<file path="src/rtl/scan_angle_sequencer_if.sv">
// Beam output bus from scan_angle_sequencer to the ray tracer (valid/ready handshake).
interface scan_angle_sequencer_if #(
  parameter int IDX_W = 16
);
  logic             out_valid;
  logic             out_ready;
  logic [IDX_W-1:0] beam_idx;
  logic [31:0]      raw_angle;
  logic [31:0]      reduced_angle;
  logic             flip_y;
  logic             flip_x;
  logic             flip_identity;

  modport master (
    output out_valid, beam_idx, raw_angle, reduced_angle, flip_y, flip_x, flip_identity,
    input  out_ready
  );

  modport slave (
    input  out_valid, beam_idx, raw_angle, reduced_angle, flip_y, flip_x, flip_identity,
    output out_ready
  );
endinterface

</file>
<file path="src/rtl/scan_angle_sequencer.sv">
// Per-beam angle generator for a laser scan, feeding octant-reduced angles to the ray tracer.
// Optional: define SCAN_ANGLE_STALL_CNT_EN to add the stall_cnt backpressure counter output.

// Folds an angle in [0, 2PI) into [0, PI/4], reporting the mirror operations applied.
module reduce_angle #(
  parameter logic [31:0] PI = 32'h000C90FD
) (
  input  logic [31:0] angle,
  output logic [31:0] reduced,
  output logic        flip_y,
  output logic        flip_x,
  output logic        flip_identity
);
  localparam logic [31:0] TWO_PI     = PI << 1;
  localparam logic [31:0] PI_HALF    = PI >> 1;
  localparam logic [31:0] PI_QUARTER = PI >> 2;

  logic [31:0] a_y;
  logic [31:0] a_x;

  always_comb begin
    flip_y        = (angle >= PI);
    a_y           = flip_y ? (TWO_PI - angle) : angle;
    flip_x        = (a_y >= PI_HALF);
    a_x           = flip_x ? (PI - a_y) : a_y;
    flip_identity = (a_x > PI_QUARTER);
    reduced       = flip_identity ? (PI_HALF - a_x) : a_x;
  end
endmodule

module scan_angle_sequencer #(
  parameter logic [31:0] PI    = 32'h000C90FD,
  parameter int          IDX_W = 16
) (
  input  logic                    clk,
  input  logic                    rst_n,
  input  logic                    start,
  input  logic                    abort,
  input  logic [31:0]             angle_min,
  input  logic [31:0]             angle_inc,
  input  logic [IDX_W-1:0]        n_beams,
  scan_angle_sequencer_if.master  beam,
  output logic                    busy,
  output logic                    done
`ifdef SCAN_ANGLE_STALL_CNT_EN
  , output logic [31:0]           stall_cnt
`endif
);
  localparam logic [32:0] TWO_PI = {PI, 1'b0};

  typedef enum logic [1:0] {
    IDLE = 2'd0,
    LOAD = 2'd1,
    RUN  = 2'd2,
    DONE = 2'd3
  } state_t;

  state_t state;
  state_t state_next;

  logic [31:0]      min_r;
  logic [31:0]      inc_r;
  logic [IDX_W-1:0] n_r;

  logic             capture;
  logic             load_beam;
  logic             last_accept;
  logic             accept;
  logic             abort_kill;

  logic [31:0]      min_wrapped;
  logic [32:0]      step_sum;
  logic [31:0]      step_wrapped;
  logic [31:0]      next_raw;
  logic [IDX_W-1:0] next_idx;
  logic [31:0]      next_reduced;
  logic             next_flip_y;
  logic             next_flip_x;
  logic             next_flip_identity;

  assign accept     = beam.out_valid && beam.out_ready;
  assign abort_kill = abort && (state != IDLE);
  assign busy       = (state == LOAD) || (state == RUN);
  assign done       = (state == DONE);

  // angle_min may be up to 4PI, so a single subtraction brings it into [0, 2PI).
  assign min_wrapped  = ({1'b0, angle_min} >= TWO_PI) ? 32'({1'b0, angle_min} - TWO_PI)
                                                      : angle_min;
  assign step_sum     = {1'b0, beam.raw_angle} + {1'b0, inc_r};
  assign step_wrapped = (step_sum >= TWO_PI) ? 32'(step_sum - TWO_PI) : step_sum[31:0];
  assign next_raw     = (state == LOAD) ? min_r : step_wrapped;
  assign next_idx     = (state == LOAD) ? '0 : beam.beam_idx + IDX_W'(1);

  reduce_angle #(.PI(PI)) u_reduce (
    .angle         (next_raw),
    .reduced       (next_reduced),
    .flip_y        (next_flip_y),
    .flip_x        (next_flip_x),
    .flip_identity (next_flip_identity)
  );

  always_ff @(posedge clk or negedge rst_n) begin
    if (!rst_n) begin
      state <= IDLE;
    end else begin
      state <= state_next;
    end
  end

  always_comb begin
    state_next  = state;
    capture     = 1'b0;
    load_beam   = 1'b0;
    last_accept = 1'b0;
    unique case (state)
      IDLE: begin
        if (start && !abort) begin
          capture    = 1'b1;
          state_next = (n_beams == '0) ? DONE : LOAD;
        end
      end
      LOAD: begin
        if (abort) begin
          state_next = IDLE;
        end else begin
          load_beam  = 1'b1;
          state_next = RUN;
        end
      end
      RUN: begin
        if (abort) begin
          state_next = IDLE;
        end else if (accept) begin
          if (beam.beam_idx == n_r - IDX_W'(1)) begin
            last_accept = 1'b1;
            state_next  = DONE;
          end else begin
            load_beam = 1'b1;
          end
        end
      end
      DONE: begin
        state_next = IDLE;
      end
      default: begin
        state_next = IDLE;
      end
    endcase
  end

  always_ff @(posedge clk or negedge rst_n) begin
    if (!rst_n) begin
      min_r <= '0;
      inc_r <= '0;
      n_r   <= '0;
    end else if (capture) begin
      min_r <= min_wrapped;
      inc_r <= angle_inc;
      n_r   <= n_beams;
    end
  end

  // Output stage only changes on load or on the final accept, so a stalled beam stays frozen.
  always_ff @(posedge clk or negedge rst_n) begin
    if (!rst_n) begin
      beam.out_valid     <= 1'b0;
      beam.beam_idx      <= '0;
      beam.raw_angle     <= '0;
      beam.reduced_angle <= '0;
      beam.flip_y        <= 1'b0;
      beam.flip_x        <= 1'b0;
      beam.flip_identity <= 1'b0;
    end else if (abort_kill) begin
      beam.out_valid <= 1'b0;
    end else if (load_beam) begin
      beam.out_valid     <= 1'b1;
      beam.beam_idx      <= next_idx;
      beam.raw_angle     <= next_raw;
      beam.reduced_angle <= next_reduced;
      beam.flip_y        <= next_flip_y;
      beam.flip_x        <= next_flip_x;
      beam.flip_identity <= next_flip_identity;
    end else if (last_accept) begin
      beam.out_valid <= 1'b0;
    end
  end

`ifdef SCAN_ANGLE_STALL_CNT_EN
  always_ff @(posedge clk or negedge rst_n) begin
    if (!rst_n) begin
      stall_cnt <= '0;
    end else if (capture) begin
      stall_cnt <= '0;
    end else if (beam.out_valid && !beam.out_ready && (stall_cnt != 32'hFFFF_FFFF)) begin
      stall_cnt <= stall_cnt + 32'd1;
    end
  end
`endif
endmodule

</file>
<file path="src/flat_wrapper.sv">
// flat-port wrapper written by rule: the top's interface ports become plain ports
module scan_angle_sequencer_flat 
#(
  parameter logic [31:0] PI    = 32'h000C90FD,
  parameter int          IDX_W = 16
)
  (clk, rst_n, start, abort, angle_min, angle_inc, n_beams, busy, done, beam_out_valid, beam_beam_idx, beam_raw_angle, beam_reduced_angle, beam_flip_y, beam_flip_x, beam_flip_identity, beam_out_ready);
  scan_angle_sequencer_if #(.IDX_W(IDX_W)) beam_i ();
  input  logic clk;
  input  logic rst_n;
  input  logic start;
  input  logic abort;
  input  logic [31:0] angle_min;
  input  logic [31:0] angle_inc;
  input  logic [IDX_W-1:0] n_beams;
  output logic busy;
  output logic done;
  output wire logic [$bits(beam_i.out_valid)-1:0] beam_out_valid;
  output wire logic [$bits(beam_i.beam_idx)-1:0] beam_beam_idx;
  output wire logic [$bits(beam_i.raw_angle)-1:0] beam_raw_angle;
  output wire logic [$bits(beam_i.reduced_angle)-1:0] beam_reduced_angle;
  output wire logic [$bits(beam_i.flip_y)-1:0] beam_flip_y;
  output wire logic [$bits(beam_i.flip_x)-1:0] beam_flip_x;
  output wire logic [$bits(beam_i.flip_identity)-1:0] beam_flip_identity;
  input wire logic [$bits(beam_i.out_ready)-1:0] beam_out_ready;
  assign beam_out_valid = beam_i.out_valid;
  assign beam_beam_idx = beam_i.beam_idx;
  assign beam_raw_angle = beam_i.raw_angle;
  assign beam_reduced_angle = beam_i.reduced_angle;
  assign beam_flip_y = beam_i.flip_y;
  assign beam_flip_x = beam_i.flip_x;
  assign beam_flip_identity = beam_i.flip_identity;
  assign beam_i.out_ready = beam_out_ready;
  scan_angle_sequencer #(.PI(PI), .IDX_W(IDX_W)) u_core (.clk(clk), .rst_n(rst_n), .start(start), .abort(abort), .angle_min(angle_min), .angle_inc(angle_inc), .n_beams(n_beams), .beam(beam_i), .busy(busy), .done(done));
endmodule
</file>
<file path="config.mk">
export PLATFORM = sky130hd
export DESIGN_NAME = scan_angle_sequencer_flat
export DESIGN_NICKNAME = d
export VERILOG_FILES = /design/src/rtl/scan_angle_sequencer_if.sv /design/src/rtl/scan_angle_sequencer.sv /design/src/flat_wrapper.sv
export SDC_FILE = /design/constraint.sdc
export NUM_CORES = 1
export LEC_CHECK = 0
export BUFFER_PORTS_ARGS = -buffer_cell sky130_fd_sc_hd__buf_2
export CORE_MARGIN = 8
export CORE_UTILIZATION = 39
export CTS_BUF_LIST = sky130_fd_sc_hd__clkbuf_4
export DETAILED_ROUTE_END_ITERATION = 16
export PLACE_DENSITY = 0.66
export SETUP_SLACK_MARGIN = 0.2
export SYNTH_ARGS = -nofsm -noshare
export SYNTH_HDL_FRONTEND = slang
export SYNTH_SLANG_ARGS = --single-unit
export TNS_END_PERCENT = 50
</file>
<file path="constraint.sdc">
create_clock -name clk -period 26.8 [get_ports clk]
set_input_delay 2.68 -clock clk [delete_from_list [all_inputs] [get_ports clk]]
set_output_delay 2.68 -clock clk [all_outputs]
set_load 0.01 [all_outputs]
</file>
==> impl_metrics.csv <==
group,metric,value,unit
sta,fmaxAchievable,96.9,MHz
sta,worst_slack,16480,ps
sta,rsz0062_at_grt,"false",
synth,synth_top_area_share,0.271,
routing,drc_errors,0,
hold_path,hold_class,"flop to flop",
sta,slew_headroom,0.266,
synth,synth.most_common_cell,"nand2_1",
finish,layout.cells.non_filler,2529,
global_routing,grt_pass1_wl,79700,um
routing,dr_total_vias,14900,
global_routing,grt_usage,0.211,
synth,synth_cell_types,115,
routing,drt_first_pass_iters,5,
synth,synth_top_family_by_area,"compound AO/OA/AOI/OAI gates",
synth,avgSynthCellArea,8.15,sq um
synth,synth_seq_cells,166,
synth,synthXorXnorAreaFrac,0.0932,
finish,final_nets,2123,
sta,clock_skew,25.5,ps
clock_tree,cts_buffer_depth,2,
worst_setup_path,crit_top_cell,"xnor2_1",
global_routing,grt_pass1_vias,14600,
global_routing,grt_max_degree,94,
synth,ys_warn_count,0,
routing,wirelength,49400,um
sta,setup_viol,0,
flow_run,drv_cap,0,
placement,pre_cts_ws,16670,ps
finish,syn_to_final_growth,9.45,%
routing,wl_per_cell,19.5,um
clock_tree,clk_latency,690,ps
worst_setup_path,cp_data_required_time,27350,ps
sta,tightestPinTransition,1080,ps
global_routing,antenna_found_initial,2,
die,rows,72,
finish,layout-drive-gt1-share,0.184,
sta,post-route-min-period,10320,ps
die,die_x,214,um
clock_tree,cts-resized-gates,0,
placement,post-dp-hpwl,38900,um
synth,netlist_area,0.0153,sq mm
sta,period_share,0.385,
synth,yosys-top-cells-area,"dfrtp_1, nand2_1, xnor2_1",
clock_tree,cts.reportedPaths.clkPinSlew,150,ps
synth,synthesis.nets,2011,
synth,synthTopCellsByCount,"nand2_1, dfrtp_1, o21ai_0",
synth,synthAdderAreaFrac,0.0380,
synth,synth.area.mux_share,0.0551,
status,status,"completed",
die,coreArea,0.0387,sq mm
routing,dr.first_iter.drc_count,1075,
synth,synth_ff_type,"dfrtp_1",
sta,hold_viol_final,0,
synth,ys_seq_area_frac,0.271,
die,io_pins,171,
synth,async_reset_ff_frac,1.00,
worst_setup_path,crit_path_end_kind,"flop",
synth,yosysTopAreaCell,"dfrtp_1",
routing,vias_per_cell,5.89,
clock_tree,post-cts-setup-buffer-count,0,
clock_tree,numCtsBuffers,17,
synth,synth_compound_gate_area_share,0.261,
worst_setup_path,slowest_delay,630,ps
worst_setup_path,crit_arrival,10860,ps
die,start_util,0.396,
placement,place_inst,2491,
worst_setup_path,crit_type,"flop to flop",
global_routing,grt_overflow,0,
clock_tree,h-tree-depth,4,
sta,drv_slew,0,
clock_tree,cts_sinks,166,
synth,synthCells,1880,
worst_setup_path,cp_max_fo,24,
synth,yosys.area_share.simple,0.245,
die,die_y,214,um
synth,synth_enable_flop_cells,0,
placement,io_buffers,170,
routing,final_antenna_net_count,0,
die,die_area,0.0459,sq mm
worst_setup_path,start_kind,"flop",
clock_tree,cts_tree,"yes",
clock_tree,ctsHoldBuffers,0,
placement,place_congestion,0.904,
sta,setup_tns,0,ps
worst_setup_path,crit_slowest_cell,"or4b_4",
clock_tree,clockRootBuffer,"clkbuf_4",
## cell usage in the layout, fill, tap and decap left out, drive strengths merged, types with 8 or more instances in the layout
cell type / synthesis / layout
o22ai: 14 / 14
o21ai: 193 / 193
a21o: 16 / 16
dfrtp: 166 / 166
nor2b: 13 / 13
o211a: 13 / 13
o311ai: 13 / 13
inv: 31 / 35
xnor2: 100 / 100
and4: 8 / 8
a21boi: 10 / 10
a2111oi: 8 / 8
nand3: 47 / 47
and2: 22 / 22
nand2: 256 / 256
nor2: 137 / 137
nor3b: 8 / 8
buf: 38 / 181
xor2: 63 / 63
nand2b: 14 / 14
or3: 26 / 26
a21oi: 95 / 95
mux2: 64 / 64
a211oi: 27 / 27
nand4: 26 / 26
a31oi: 12 / 12
nor3: 76 / 76
clkbuf: 50 / 17
and3: 25 / 25
ha: 45 / 45
o21a: 18 / 18
mux2i: 12 / 12
a211o: 10 / 10
o31ai: 13 / 13
or2: 19 / 19
a311oi: 10 / 10
o211ai: 34 / 34
nor4: 35 / 35
## critical path, delay by kind of cell, from the launching register on
kind,cells,cell delay [ps]
adders and majority gates,3,980
AOI/OAI and AO/OA,12,3220
buffers and inverters,1,240
xor gates and xnor gates,4,670
DFF,1,430
and+or+nand+nor,12,4160
muxes,2,470
## cells by family (layout without fill, tap and decap cells)
kind of cell | count (synthesis) | count (layout)
compound gates | 564 | 564
xor+xnor | 163 | 163
fa+ha+maj | 46 | 46
buf+inv | 120 | 245
flops | 166 | 166
mux | 76 | 76
other cells | 0 | 6
simple gates | 745 | 745
## final timing paths
path                                                    start                             to  slack (ps)  depth (start not counted)
worst max-delay path                 u_core.beam.raw_angle[9]  u_core.beam.reduced_angle[28]       16480                         34
worst min-delay path            u_core.beam.reduced_angle[14]  u_core.beam.reduced_angle[14]         490                          2
worst max register to register       u_core.beam.raw_angle[9]  u_core.beam.reduced_angle[28]       16480                         34
worst min register to register  u_core.beam.reduced_angle[14]  u_core.beam.reduced_angle[14]         490                          2
max in group asynchronous                               rst_n                u_core.min_r[3]       23310                          2
min in group asynchronous                               rst_n               u_core.inc_r[22]        2040                          1
## stage by stage
| step | utilization | hold slack [ps] | cell area, sq um |
|---|---|---|---|
| 3_5_place_dp | 0.426 | 466 | 16500 |
| 4_1_cts | 0.433 | 497 | 16800 |
| 3_3_place_gp | 0.426 | 461 | 16500 |
| 2_1_floorplan | - | 441 | 15300 |
| 6_report | 0.433 | 493 | 16800 |
| 5_1_grt | 0.433 | 524 | 16800 |
## layout make-up
class | instances | area, sq um
fill | 3917 | 22000
multi-input combinational | 1594 | 10600
sequential | 166 | 4150
timing repair buffer | 181 | 940
tap | 518 | 648
clock inverter | 15 | 130
clock buffer | 17 | 128
inverter | 32 | 120
antenna | 6 | 15.0
## per-layer routing
layer,track usage,routed length [um],vias up
li1,-,-,7247
met1,0.278,22700,7076
met2,0.343,22600,505
met3,0.0371,2590,79
met4,0.0738,1500,0
met5,0,0,-
## sequential cells by signal, summed over array words and instances (netlist names)
| signal | flops |
|---|---|
| u_core.beam.raw_angle | 32 |
| u_core.beam.reduced_angle | 32 |
| u_core.inc_r | 32 |
| u_core.min_r | 32 |
| u_core.beam.beam_idx | 16 |
| u_core.n_r | 16 |
| u_core.state | 2 |
| u_core.beam.flip_identity | 1 |
| u_core.beam.flip_x | 1 |
| u_core.beam.flip_y | 1 |
| u_core.beam.out_valid | 1 |
Power is left out: the tool's default activity adds up to more than one toggle a clock period on the data nets, which glitch-free logic cannot reach.
